<file path="src/rtl/mips_pkg.sv">
`default_nettype none
// +----------------------------------------------------------------------+
// | mips_pkg                                                             |
// | Shared encodings for the EX stage: aluop codes, funct codes,         |
// | internal ALU operations, EX FSM states and control-field positions.  |
// | Revision: 1.0                                                        |
// +----------------------------------------------------------------------+
package mips_pkg;

  // aluop field from the main decoder
  localparam logic [1:0] ALUOP_ADD   = 2'b00;
  localparam logic [1:0] ALUOP_SUB   = 2'b01;
  localparam logic [1:0] ALUOP_FUNCT = 2'b10;
  localparam logic [1:0] ALUOP_ADD2  = 2'b11;

  // R-type funct codes
  localparam logic [5:0] FUNCT_ADD   = 6'b100000;
  localparam logic [5:0] FUNCT_SUB   = 6'b100010;
  localparam logic [5:0] FUNCT_AND   = 6'b100100;
  localparam logic [5:0] FUNCT_OR    = 6'b100101;
  localparam logic [5:0] FUNCT_SLT   = 6'b101010;
  localparam logic [5:0] FUNCT_MFHI  = 6'b010000;
  localparam logic [5:0] FUNCT_MFLO  = 6'b010010;
  localparam logic [5:0] FUNCT_MULTU = 6'b011001;

  // Internal ALU operations
  typedef enum logic [2:0] {
    ALU_ADD   = 3'd0,
    ALU_SUB   = 3'd1,
    ALU_AND   = 3'd2,
    ALU_OR    = 3'd3,
    ALU_SLT   = 3'd4,
    ALU_MFHI  = 3'd5,
    ALU_MFLO  = 3'd6,
    ALU_MULTU = 3'd7
  } alu_op_e;

  // EX-stage multiply sequencing
  typedef enum logic [1:0] {
    ST_IDLE = 2'd0,
    ST_MUL  = 2'd1,
    ST_DONE = 2'd2
  } ex_state_e;

  // WB control {regwrite, memtoreg}
  localparam int WB_REGWRITE = 1;
  localparam int WB_MEMTOREG = 0;
  // M control {branch, memread, memwrite}
  localparam int M_BRANCH    = 2;
  localparam int M_MEMREAD   = 1;
  localparam int M_MEMWRITE  = 0;
  // EX control {regdst, aluop[1:0], alusrc}
  localparam int EX_REGDST   = 3;
  localparam int EX_ALUOP_HI = 2;
  localparam int EX_ALUOP_LO = 1;
  localparam int EX_ALUSRC   = 0;

  // A multu leaving EX must not write the register file or touch memory;
  // only memtoreg and branch survive.
  localparam logic [1:0] WB_MULTU_KEEP = 2'b01;
  localparam logic [2:0] M_MULTU_KEEP  = 3'b100;

  function automatic alu_op_e alu_control(input logic [1:0] aluop,
                                          input logic [5:0] funct);
    alu_op_e op;
    op = ALU_ADD;
    if (aluop == ALUOP_SUB) begin
      op = ALU_SUB;
    end else if (aluop == ALUOP_FUNCT) begin
      case (funct)
        FUNCT_SUB:   op = ALU_SUB;
        FUNCT_AND:   op = ALU_AND;
        FUNCT_OR:    op = ALU_OR;
        FUNCT_SLT:   op = ALU_SLT;
        FUNCT_MFHI:  op = ALU_MFHI;
        FUNCT_MFLO:  op = ALU_MFLO;
        FUNCT_MULTU: op = ALU_MULTU;
        default:     op = ALU_ADD;
      endcase
    end
    return op;
  endfunction

endpackage
`default_nettype wire

</file>
<file path="src/rtl/mult_seq.sv">
`default_nettype none
// +----------------------------------------------------------------------+
// | mult_seq                                                             |
// | Sequential shift-add unsigned multiplier, one bit per cycle.         |
// | Ports: clk, rst (async, active-high); start loads a/b; hold freezes; |
// | abort cancels; busy while iterating; done pulses (combinational) in  |
// | the cycle whose edge completes the last step; product is the value   |
// | the accumulator takes at that edge, valid while done is high.        |
// | Revision: 1.0                                                        |
// +----------------------------------------------------------------------+
module mult_seq #(
  parameter int WIDTH = 32
) (
  input  logic                 clk,
  input  logic                 rst,
  input  logic                 start,
  input  logic                 hold,
  input  logic                 abort,
  input  logic [WIDTH-1:0]     a,
  input  logic [WIDTH-1:0]     b,
  output logic                 busy,
  output logic                 done,
  output logic [2*WIDTH-1:0]   product
);

  localparam int CW = $clog2(WIDTH);
  localparam logic [CW-1:0] LAST = CW'(WIDTH - 1);

  logic [WIDTH-1:0]   mcand;
  // Upper half accumulates partial sums; lower half starts as the
  // multiplier and is shifted out one bit per step.
  logic [2*WIDTH-1:0] acc;
  logic [CW-1:0]      count;
  logic               running;
  logic [WIDTH:0]     partial;
  logic [2*WIDTH-1:0] acc_next;

  always_comb begin
    partial  = {1'b0, acc[2*WIDTH-1:WIDTH]} + (acc[0] ? {1'b0, mcand} : '0);
    acc_next = {partial, acc[WIDTH-1:1]};
  end

  assign busy    = running;
  assign done    = running && !hold && !abort && (count == LAST);
  assign product = acc_next;

  always_ff @(posedge clk or posedge rst) begin
    if (rst) begin
      running <= 1'b0;
      mcand   <= '0;
      acc     <= '0;
      count   <= '0;
    end else if (abort) begin
      running <= 1'b0;
    end else if (!hold) begin
      if (start) begin
        mcand   <= a;
        acc     <= {{WIDTH{1'b0}}, b};
        count   <= '0;
        running <= 1'b1;
      end else if (running) begin
        acc   <= acc_next;
        count <= count + CW'(1);
        if (count == LAST) begin
          running <= 1'b0;
        end
      end
    end
  end

endmodule
`default_nettype wire

</file>
<file path="src/rtl/ex_mem_stage.sv">
`default_nettype none
// +----------------------------------------------------------------------+
// | ex_mem_stage                                                         |
// | EXECUTE stage plus EX/MEM pipeline register, with a sequential MULTU |
// | unit writing HI/LO.                                                  |
// | Inputs : ID/EX outputs (id_valid, wb/m/ex control, npc, rs, rt,      |
// |          sign-extended immediate, rt/rd fields), mem_stall, flush.   |
// | Outputs: ex_stall to ID/EX; registered EX/MEM fields (wb_ctl, m_ctl, |
// |          add_result, zero, alu_result, rdata2, dest_reg, ex_valid);  |
// |          hi, lo.                                                     |
// | Revision: 1.0                                                        |
// +----------------------------------------------------------------------+
module ex_mem_stage
  import mips_pkg::*;
#(
  parameter int MUL_CYCLES = 32
) (
  input  logic        clk,
  input  logic        rst,
  input  logic        id_valid,
  input  logic [1:0]  wb_ctlout,
  input  logic [2:0]  m_ctlout,
  input  logic [3:0]  ex_ctlout,
  input  logic [31:0] npcout,
  input  logic [31:0] rdata1out,
  input  logic [31:0] rdata2out,
  input  logic [31:0] s_extendout,
  input  logic [4:0]  instrout_2016,
  input  logic [4:0]  instrout_1511,
  input  logic        mem_stall,
  input  logic        flush,
  output logic        ex_stall,
  output logic [1:0]  wb_ctl,
  output logic [2:0]  m_ctl,
  output logic [31:0] add_result,
  output logic        zero,
  output logic [31:0] alu_result,
  output logic [31:0] rdata2,
  output logic [4:0]  dest_reg,
  output logic        ex_valid,
  output logic [31:0] hi,
  output logic [31:0] lo
);

  alu_op_e     op;
  logic        is_multu;
  logic [31:0] opb;
  logic [31:0] alu_out;
  logic [4:0]  dest_sel;
  logic [31:0] branch_target;

  ex_state_e   state;
  ex_state_e   state_next;
  logic        mul_start;
  logic        mul_busy;
  logic        mul_done;
  logic [63:0] mul_product;
  logic        load_instr;
  logic        load_multu;

  // ------------------------------------------------------------------
  // Execute datapath
  // ------------------------------------------------------------------
  assign op            = alu_control(ex_ctlout[EX_ALUOP_HI:EX_ALUOP_LO], s_extendout[5:0]);
  assign is_multu      = id_valid && (op == ALU_MULTU);
  assign opb           = ex_ctlout[EX_ALUSRC] ? s_extendout : rdata2out;
  assign dest_sel      = ex_ctlout[EX_REGDST] ? instrout_1511 : instrout_2016;
  assign branch_target = npcout + {s_extendout[29:0], 2'b00};

  always_comb begin
    alu_out = rdata1out + opb;
    case (op)
      ALU_SUB:  alu_out = rdata1out - opb;
      ALU_AND:  alu_out = rdata1out & opb;
      ALU_OR:   alu_out = rdata1out | opb;
      ALU_SLT:  alu_out = {31'b0, $signed(rdata1out) < $signed(opb)};
      ALU_MFHI: alu_out = hi;
      ALU_MFLO: alu_out = lo;
      default:  ;
    endcase
  end

  // ------------------------------------------------------------------
  // Multiply sequencing
  // ------------------------------------------------------------------
  always_ff @(posedge clk or posedge rst) begin
    if (rst) begin
      state <= ST_IDLE;
    end else begin
      state <= state_next;
    end
  end

  always_comb begin
    state_next = state;
    ex_stall   = 1'b0;
    mul_start  = 1'b0;
    load_instr = 1'b0;
    load_multu = 1'b0;
    if (flush) begin
      // Squashed instruction: nothing to hold upstream, any multiply dies.
      state_next = ST_IDLE;
    end else if (mem_stall) begin
      ex_stall = 1'b1;
    end else begin
      case (state)
        ST_IDLE: begin
          if (is_multu) begin
            ex_stall   = 1'b1;
            mul_start  = 1'b1;
            state_next = ST_MUL;
          end else if (id_valid) begin
            load_instr = 1'b1;
          end
        end
        ST_MUL: begin
          ex_stall = 1'b1;
          if (mul_done) begin
            state_next = ST_DONE;
          end else if (!mul_busy) begin
            state_next = ST_IDLE;
          end
        end
        ST_DONE: begin
          // ID/EX still holds the multu; release it and retire it once.
          load_multu = 1'b1;
          state_next = ST_IDLE;
        end
        default: state_next = ST_IDLE;
      endcase
    end
  end

  mult_seq #(
    .WIDTH (MUL_CYCLES)
  ) u_mult_seq (
    .clk     (clk),
    .rst     (rst),
    .start   (mul_start),
    .hold    (mem_stall),
    .abort   (flush),
    .a       (rdata1out),
    .b       (rdata2out),
    .busy    (mul_busy),
    .done    (mul_done),
    .product (mul_product)
  );

  // mul_done is already suppressed by flush and mem_stall.
  always_ff @(posedge clk or posedge rst) begin
    if (rst) begin
      hi <= '0;
      lo <= '0;
    end else if (mul_done) begin
      hi <= mul_product[63:32];
      lo <= mul_product[31:0];
    end
  end

  // ------------------------------------------------------------------
  // EX/MEM pipeline register
  // ------------------------------------------------------------------
  always_ff @(posedge clk or posedge rst) begin
    if (rst) begin
      wb_ctl     <= '0;
      m_ctl      <= '0;
      add_result <= '0;
      zero       <= 1'b0;
      alu_result <= '0;
      rdata2     <= '0;
      dest_reg   <= '0;
      ex_valid   <= 1'b0;
    end else if (flush || !mem_stall) begin
      // Under flush both load flags are low, so a bubble is loaded.
      if (load_instr || load_multu) begin
        wb_ctl     <= load_multu ? (wb_ctlout & WB_MULTU_KEEP) : wb_ctlout;
        m_ctl      <= load_multu ? (m_ctlout & M_MULTU_KEEP) : m_ctlout;
        add_result <= branch_target;
        zero       <= (alu_out == 32'd0);
        alu_result <= alu_out;
        rdata2     <= rdata2out;
        dest_reg   <= dest_sel;
        ex_valid   <= 1'b1;
      end else begin
        wb_ctl     <= '0;
        m_ctl      <= '0;
        add_result <= '0;
        zero       <= 1'b0;
        alu_result <= '0;
        rdata2     <= '0;
        dest_reg   <= '0;
        ex_valid   <= 1'b0;
      end
    end
  end

endmodule
`default_nettype wire
</file>
<file path="config.mk">
export PLATFORM = sky130hd
export DESIGN_NAME = ex_mem_stage
export DESIGN_NICKNAME = d
export VERILOG_FILES = /design/src/rtl/mips_pkg.sv /design/src/rtl/mult_seq.sv /design/src/rtl/ex_mem_stage.sv
export SDC_FILE = /design/constraint.sdc
export NUM_CORES = 1
export LEC_CHECK = 0
export CAP_MARGIN = 20
export CELL_PAD_IN_SITES_DETAIL_PLACEMENT = 0
export CELL_PAD_IN_SITES_GLOBAL_PLACEMENT = 1
export CORE_ASPECT_RATIO = 0.8
export CORE_MARGIN = 2
export CORE_UTILIZATION = 23
export CTS_CLUSTER_DIAMETER = 30
export DETAILED_ROUTE_END_ITERATION = 12
export DONT_BUFFER_PORTS = 1
export HOLD_SLACK_MARGIN = 0.05
export PLACE_DENSITY = 0.46
export RECOVER_POWER = 100
export REMOVE_ABC_BUFFERS = 1
export SLEW_MARGIN = 40
export SYNTH_ARGS = -nofsm -noshare
export SYNTH_HDL_FRONTEND = slang
export SYNTH_SLANG_ARGS = --single-unit
</file>
<file path="constraint.sdc">
create_clock -name clk -period 12.86 [get_ports clk]
set_input_delay 2.572 -clock clk [delete_from_list [all_inputs] [get_ports clk]]
set_output_delay 2.572 -clock clk [all_outputs]
set_load 0.03 [all_outputs]
</file>
# == Word level (Yosys, flattened, before mapping) ==
# Index checks and enable logic that the tools add are counted.
# word_totals
reg_bits,276
latch_bits,0
ramBits,0
rom_bits,0
output_inout_bits,173
n_memories,0
# classes
addsub,5
mul,0
div_mod_pow,0
n_lt_le_gt_ge,1
n_eq_ne,22
shifts,0
muxes,47
bitwise,4
reduce_logical,14
# op_table
cell,n
32-bit case mux with 6 select lines,1
32-bit 2-to-1 mux,5
64-bit 2-to-1 mux,2
32-bit adder,2
32-bit by 33-bit adder with 33-bit output,1
32-bit AND,1
32-bit logical NOT,1
32-bit less-than comparator,1
32-bit OR,1
32-bit subtractor,1
6-bit == test (second input constant),4
1-bit 2-to-1 mux,21
3-bit case mux with 7 select lines,1
5-bit 2-to-1 mux,4
6-bit by 5-bit == test with 1-bit output (second input constant),3
2-bit 2-to-1 mux,8
3-bit == test (second input constant),4
3-bit 2-to-1 mux,3
3-bit AND reduction,3
3-bit by 2-bit == test with 1-bit output (second input constant),2
5-bit by 1-bit adder with 5-bit output (second input constant),1
5-bit == test (second input constant),1
2-bit by 1-bit == test with 1-bit output (second input constant),2
2-bit == test (second input constant),2
12 further kinds,18

# == Longest topological paths before layout ==
# Gate-level depths: netlist of run 1.
# depth
depth_word,13
depth_mapped,18
depth_no_buf,17

# == Hierarchy ==
# From an unflattened synthesis of run 1, not the netlist that was laid out.
# unflattened
cells_unflattened,2164
area_unflattened_um2,20188.1
# modules_own_cells
mod,instances,cells_per_inst,area_per_inst_um2
ex_mem_stage,1,1517,13802.0
mult_seq,1,647,6386.1

# == Worst setup path before layout of run 1 ==
# No wires, ideal clock.
# synth_timing
path_kind,input to register
start,input port ex_ctlout[0]
end,register zero
setup_time_ns,0.066
arrival_ns,6.607
slack_ns,6.187
stages,17
n_path_buf,2
path_cell_list,clkbuf_1 > buf_1 > mux2i_1 > inv_1 > fa_1 > a211oi_1 > o21ai_1 > a221oi_2 > o21bai_1 > a21o_1 > a211o_1 > or4b_1 > nor4_2 > nand4_1 > nor4_1 > nand4_1 > nand2_1
# synth_via
elab_chain_len,5
word_cells_on_any_way,9
cone_classes,2 x add/sub; 1 x order compare; 3 x mux; 2 x bitwise; 1 x reduce/logical
# synth_rtl
element,line_no,text
from (decl),ex_mem_stage.sv:23,"input logic [3:0] ex_ctlout,"
32-bit 2-to-1 mux (*),ex_mem_stage.sv:66,assign opb = ex_ctlout[EX_ALUSRC] ? s_extendout : rdata2out;
32-bit adder (tied with other cells),ex_mem_stage.sv:71,alu_out = rdata1out + opb;
32-bit case mux with 6 select lines (*),ex_mem_stage.sv:72,case (op)
32-bit logical NOT (*),ex_mem_stage.sv:179,zero <= (alu_out == 32'd0);
1-bit 2-to-1 mux (*),ex_mem_stage.sv:175,if (load_instr || load_multu) begin
to (signal assigned),ex_mem_stage.sv:179,
to (decl),ex_mem_stage.sv:36,"output logic zero,"
# Mark *: on every way between the ends. The rest lies on a longest branch, timed or not.
# A chain may end at the register's enable or synchronous reset.

==> results.cfg, run 1 <==
[outcome]
outcome = complete, but fails checks
violations = capacitance limit, slew limit

[floorplan]
rows = 96
dieArea_um2 = 89700
core-area_um2 = 86100
start_util_pct = 23.3
die_h_um = 268
die_w_um = 334
pin_count = 325

[grt]
antenna_found_initial = 5
overflow = 0
grt_use_total_pct = 19.6
grt_pass1_wl_um = 128000
grt_max_degree = 121
grt_pass1_vias = 17169

[synth]
synth_flop_cell = dfrtp_1
avgSynthCellArea_um2 = 9.16
yosysUniqueCellTypes = 92
synth_common_cells = 276 x dfrtp_1, 211 x nand2_1, 180 x ha_1, 165 x o21ai_0, 152 x a21oi_1
synthCells = 2190
synth_area_leader_cell = dfrtp_1
synth.yosys.warnings = 0
synth-edff-count = 0
yosys-top-cells-area = dfrtp_1 34%, ha_1 11%, mux2_2 5.1%
ys_ff_latch = 276
syn_area_um2 = 20100
ys_seq_area_share_pct = 34.4
synth_top_area_share_pct = 34.4
async_flop_share_pct = 100
yosysMostFrequentCell = dfrtp_1

[place]
place_hpwl_um = 67100
gp_congestion = 0.862
portBuffers = 0
dp_slack_ps = 5320
dp.cells = 3235

[clocking]
post_cts_resized = 0
tritoncts = done
cts_sinks = 276
postCtsSetupRepairBufs = 0
cts_made_buffers = 89
cts_root_buffer = clkbuf_16
clkTransAtPathRegs_ps = 40
holdBufCountCts = 0
cts_buffer_depth = 3
clk_latency_ps = 640
h-tree-depth = 3

[sta]
tightest_slew_ps = 5110
max_freq_mhz = 124
min_period_ps = 8060
holdWs_ps = 494
setup_viol = 0
fin_crit_sh_pct = 62.7
slew_viol_final = 615
fin_ws_ps = 4800
hold_viol_final = 0
setup-tns-final_ps = 0
rsz0062_at_grt = false
slew_headroom_pct = -243
fin_skew_ps = 16.6

[final_layout]
final_cells = 3405
syn2layout_area_growth_pct = 22.3
regMostFlops = u_mult_seq.acc
fin_nets = 2537
largest_reg_flops = 64
drive_gt1_share_pct = 13.3

[worst_setup_path]
critPathTopFamily = buffers and inverters
max_stage_delay_ps = 2760
worstSetupEndpointType = asynchronous set/reset pin
cp-start-kind = input port
worstSetupPathType = input port to asynchronous set/reset pin
critPathRequiredTime_ps = 12830
path_max_fanout = 100
crit_chain = clkinvlp_2 > clkbuf_1
arrival_ps = 8030
critPathSlowestCell = clkinvlp_2
path_buf_inv = 2

[detailed_routing]
first_iter_violations = 1335
ant_nets = 0
drc = 0
wl_per_cell_um = 26.5
avgViaCountPerCell = 5.15
firstDrtPassIters = 5
drt-total-wl_um = 90100
vias = 17542

[power_and_ir_drop]
p_leak_nw = 11.4
ir_drop_mv = 0.0929
power.density_nw_per_um2 = 156

[run]
maxCapViolations = 14

[worst_hold_path]
min-delay-path-class = flip-flop to flip-flop
## final timing paths
check / from / to / slack, ps / depth (start not counted)
setup / recovery: rst / add_result[13]$_DFFE_PP0P_ / 4800 / 2
min in group asynchronous: rst / u_mult_seq.mcand[8]$_DFFE_PP0P_ / 3360 / 1
setup reg to reg: u_mult_seq.busy$_DFFE_PP0P_ / lo[31]$_DFFE_PP0P_ / 6870 / 4
max in group clk: flush / lo[31]$_DFFE_PP0P_ / 5050 / 5
hold / removal: u_mult_seq.mcand[19]$_DFFE_PP0P_ / u_mult_seq.mcand[19]$_DFFE_PP0P_ / 490 / 1
hold reg to reg: u_mult_seq.mcand[19]$_DFFE_PP0P_ / u_mult_seq.mcand[19]$_DFFE_PP0P_ / 490 / 1
## cells by family after synthesis
kind of cell               Yosys count  share of synthesized area (%)
buffers and inverters              228                           4.54
adders and majority gates          184                           11.6
and+or+nand+nor                    580                           14.2
muxes                              163                           8.70
xor gates and xnor gates            86                           3.75
DFF                                276                           34.4
AOI/OAI and AO/OA                  673                           22.8
## per-stage QoR
| stage | utilization (%) | cell area (µm²) | total power, mW |
|---|---|---|---|
| final | 28.5 | 24500 | 3.83 |
| after global routing | 28.5 | 24500 | 3.98 |
| after CTS | 28.5 | 24600 | 3.87 |
| after detailed placement | 24.8 | 21300 | 1.47 |
| after global placement | 24.7 | 21300 | 1.47 |
| after floorplan | - | 19600 | 1.30 |
## power breakdown
part,internal (mW),total [mW],switching (mW)
Combinational,0.181,0.510,0.329
Clock,1.70,2.37,0.671
Sequential,0.894,0.953,0.0594
Total,2.77,3.83,1.06
## per-layer routing
metal / vias up / part of all wire, % / track usage (%)
li1: 8081 / - / -
met1: 8841 / 48 / 27.8
met2: 503 / 42 / 28.6
met3: 115 / 7.8 / 6.27
met4: 2 / 2.0 / 4.67
met5: - / 0.014 / 0
## cell usage in the layout, fill, tap and decap left out, drive strengths merged, types with 18 or more instances in the layout
| cell type | n |
|---|---|
| ha | 180 |
| clkinv | 24 |
| mux2i | 72 |
| a21oi | 152 |
| nand3 | 34 |
| nor3 | 26 |
| nor4 | 21 |
| inv | 121 |
| xnor2 | 50 |
| xor2 | 36 |
| o31ai | 18 |
| nand2 | 211 |
| nor2b | 28 |
| and2 | 37 |
| clkbuf | 124 |
| dfrtp | 276 |
| mux2 | 91 |
| buf | 18 |
| nor2 | 116 |
| o21bai | 19 |
| o21ai | 169 |
| a21o | 52 |
| a211oi | 21 |
| a22o | 61 |
## final cells by class
cell class              count  area, µm²
repair buffers             27        193
well taps                1127       1410
diodes                      2       5.00
clock inverters            51        759
inverters                 121        455
multi-input cells        1686      12300
fillers                  9001      61600
clock buffers             115       2500
flip-flops and latches    276       6910
Note: power is estimated with default switching activity, not from simulation.
==> run 2: changes to the inputs <==
clock period = 8.2 ns   (was 12.86 ns; I/O delays follow)
==> run 2 against run 1 <==
- the run still ends with capacitance limit, slew limit left
- clock skew rose by 9.4 ps
- critical path depth rose by 3
- count of clock-buffer cells in the layout did not move
- sequential power rose by 56%
- non-clock buffer count rose by 4
- largest cell class unchanged
- largest power group unchanged
- highest routed layer is now met4
==> results.cfg, run 2 (synthesis gave the netlist of run 1 again) <==
[sta]
min_period_ps = 6730
fin_crit_sh_pct = 82.1
tightest_slew_ps = 4320
fin_skew_ps = 26.0
max_freq_mhz = 149
rsz0062_at_grt = false
slew_headroom_pct = -188
setup-tns-final_ps = 0
hold_viol_final = 0
slew_viol_final = 552
setup_viol = 0

[place]
gp_congestion = 0.860
portBuffers = 0
place_hpwl_um = 68100

[outcome]
violations = capacitance limit, slew limit
outcome = complete, but fails checks

[worst_setup_path]
path_max_fanout = 39
arrival_ps = 7230
reg2reg_depth = 18
worstSetupPathType = input port to flip-flop
crit_start = flush
timing.rr.end = u_mult_seq.acc[63]$_DFFE_PP0P_
cp-start-kind = input port
critPathRequiredTime_ps = 8700
r2r_setup_slack_ps = 1840
crit_chain = nor2_1 > and2_0 > nand2_1 > clkbuf_1 > mux2_2
path_buf_inv = 1
max_stage_delay_ps = 1690
worstSetupEndpointType = flip-flop
worstReg2RegStart = u_mult_seq.acc[0]$_DFFE_PP0P_
critPathSlowestCell = nand2_1
critPathTopFamily = simple AND/OR/NAND/NOR gates
cp.depth = 5

[worst_hold_path]
hp-start = u_mult_seq.mcand[18]$_DFFE_PP0P_
whs_path_depth = 1
min-delay-path-class = flip-flop to flip-flop
whs_endpoint = u_mult_seq.mcand[18]$_DFFE_PP0P_

[floorplan]
dieArea_um2 = 89700
pin_count = 325
rows = 96
die_w_um = 334
die_h_um = 268
start_util_pct = 23.3
core-area_um2 = 86100

[clocking]
clkTransAtPathRegs_ps = 40
holdBufCountCts = 0
h-tree-depth = 3
cts_buffer_depth = 3
cts_root_buffer = clkbuf_16
post_cts_resized = 0
cts_made_buffers = 86
postCtsSetupRepairBufs = 0
cts_sinks = 276
clk_latency_ps = 650
tritoncts = done

[power_and_ir_drop]
ir_drop_mv = 0.136
finalPower_mw = 5.96
power.density_nw_per_um2 = 243
p_leak_nw = 11.4

[grt]
overflow = 0
grt_pass1_vias = 17435
antenna_found_initial = 9
grt_use_total_pct = 19.7
grt_max_degree = 130
grt_pass1_wl_um = 129000

[final_layout]
regMostFlops = u_mult_seq.acc
final_cell_mix = 276 x dfrtp_1, 211 x nand2_1, 180 x ha_1, 164 x o21ai_0, 152 x a21oi_1
largest_reg_flops = 64
final_common_cell = dfrtp_1
fin_nets = 2538
final_core_util_pct = 28.5
syn2layout_area_growth_pct = 22.3
drive_gt1_share_pct = 13.0

[detailed_routing]
wl_per_cell_um = 26.4
avgViaCountPerCell = 5.16
ant_nets = 0
first_iter_violations = 1363
drc = 0
firstDrtPassIters = 6
vias = 17548
drt-total-wl_um = 89900

[run]
maxCapViolations = 13
run 2: cell count changes in the layout (fill, tap and decap cells not counted), sizes merged:
cell      change
clkinv        -6
clkinvlp      -5
inv           +4
buf           +3
clkbuf        +1
diode         +1
run 2: worst max path at each step:
stage	end	slack, ps
after global routing	lo[10]$_DFFE_PP0P_	1160
after detailed placement	zero$_DFFE_PP0P_	1820
after floorplan	u_mult_seq.acc[56]$_DFFE_PP0P_	-2170
final	lo[10]$_DFFE_PP0P_	1470
after CTS	zero$_DFFE_PP0P_	2470
after global placement	zero$_DFFE_PP0P_	1720
run 2: routing by layer:
metal  track usage (%)  up-vias  routed length [µm]
li1                  -     8056                   -
met1              27.9     8824               42700
met2              29.3      576               38200
met3              6.44       92                7630
met4              3.70        0                1410
met5                 0        -                   0
run 2: through the flow:
stage,instances,hold WS [ps],instance area (µm²),setup WS (ps)
CTS,3398,497,24600,2470
global route,3402,503,24500,1160
detailed placement,3239,488,21400,1820
finish,3403,495,24500,1470
global placement,3237,481,21300,1720
floorplan,2083,472,19600,-2170
run 2: where the power goes:
| group | switching (mW) | internal [mW] |
|---|---|---|
| clock network | 1.05 | 2.61 |
| registers | 0.0928 | 1.40 |
| logic | 0.515 | 0.287 |
run 2: worst reg2reg max path, stage by stage, from the launching register on:
cell	delay, ps
dfrtp_1	310
clkbuf_1	1330
and2_1	300
ha_1	200
inv_1	70
fa_1	430
nor2b_1	130
o21ai_0	130
a2111oi_0	440
nor2_1	150
a32oi_1	550
a311oi_1	200
clkbuf_1	200
o31ai_1	580
o21a_1	300
a21boi_0	170
o21ai_0	320
a21oi_1	140
a211oi_1	270
run 2: final cells by class:
cell class / instances / area, µm²
clock buffer: 115 / 2430
tap: 1127 / 1410
sequential: 276 / 6910
multi-input combinational: 1686 / 12300
inverter: 121 / 455
antenna: 3 / 7.51
clock inverter: 44 / 767
timing repair buffer: 31 / 259
fill: 9018 / 61600
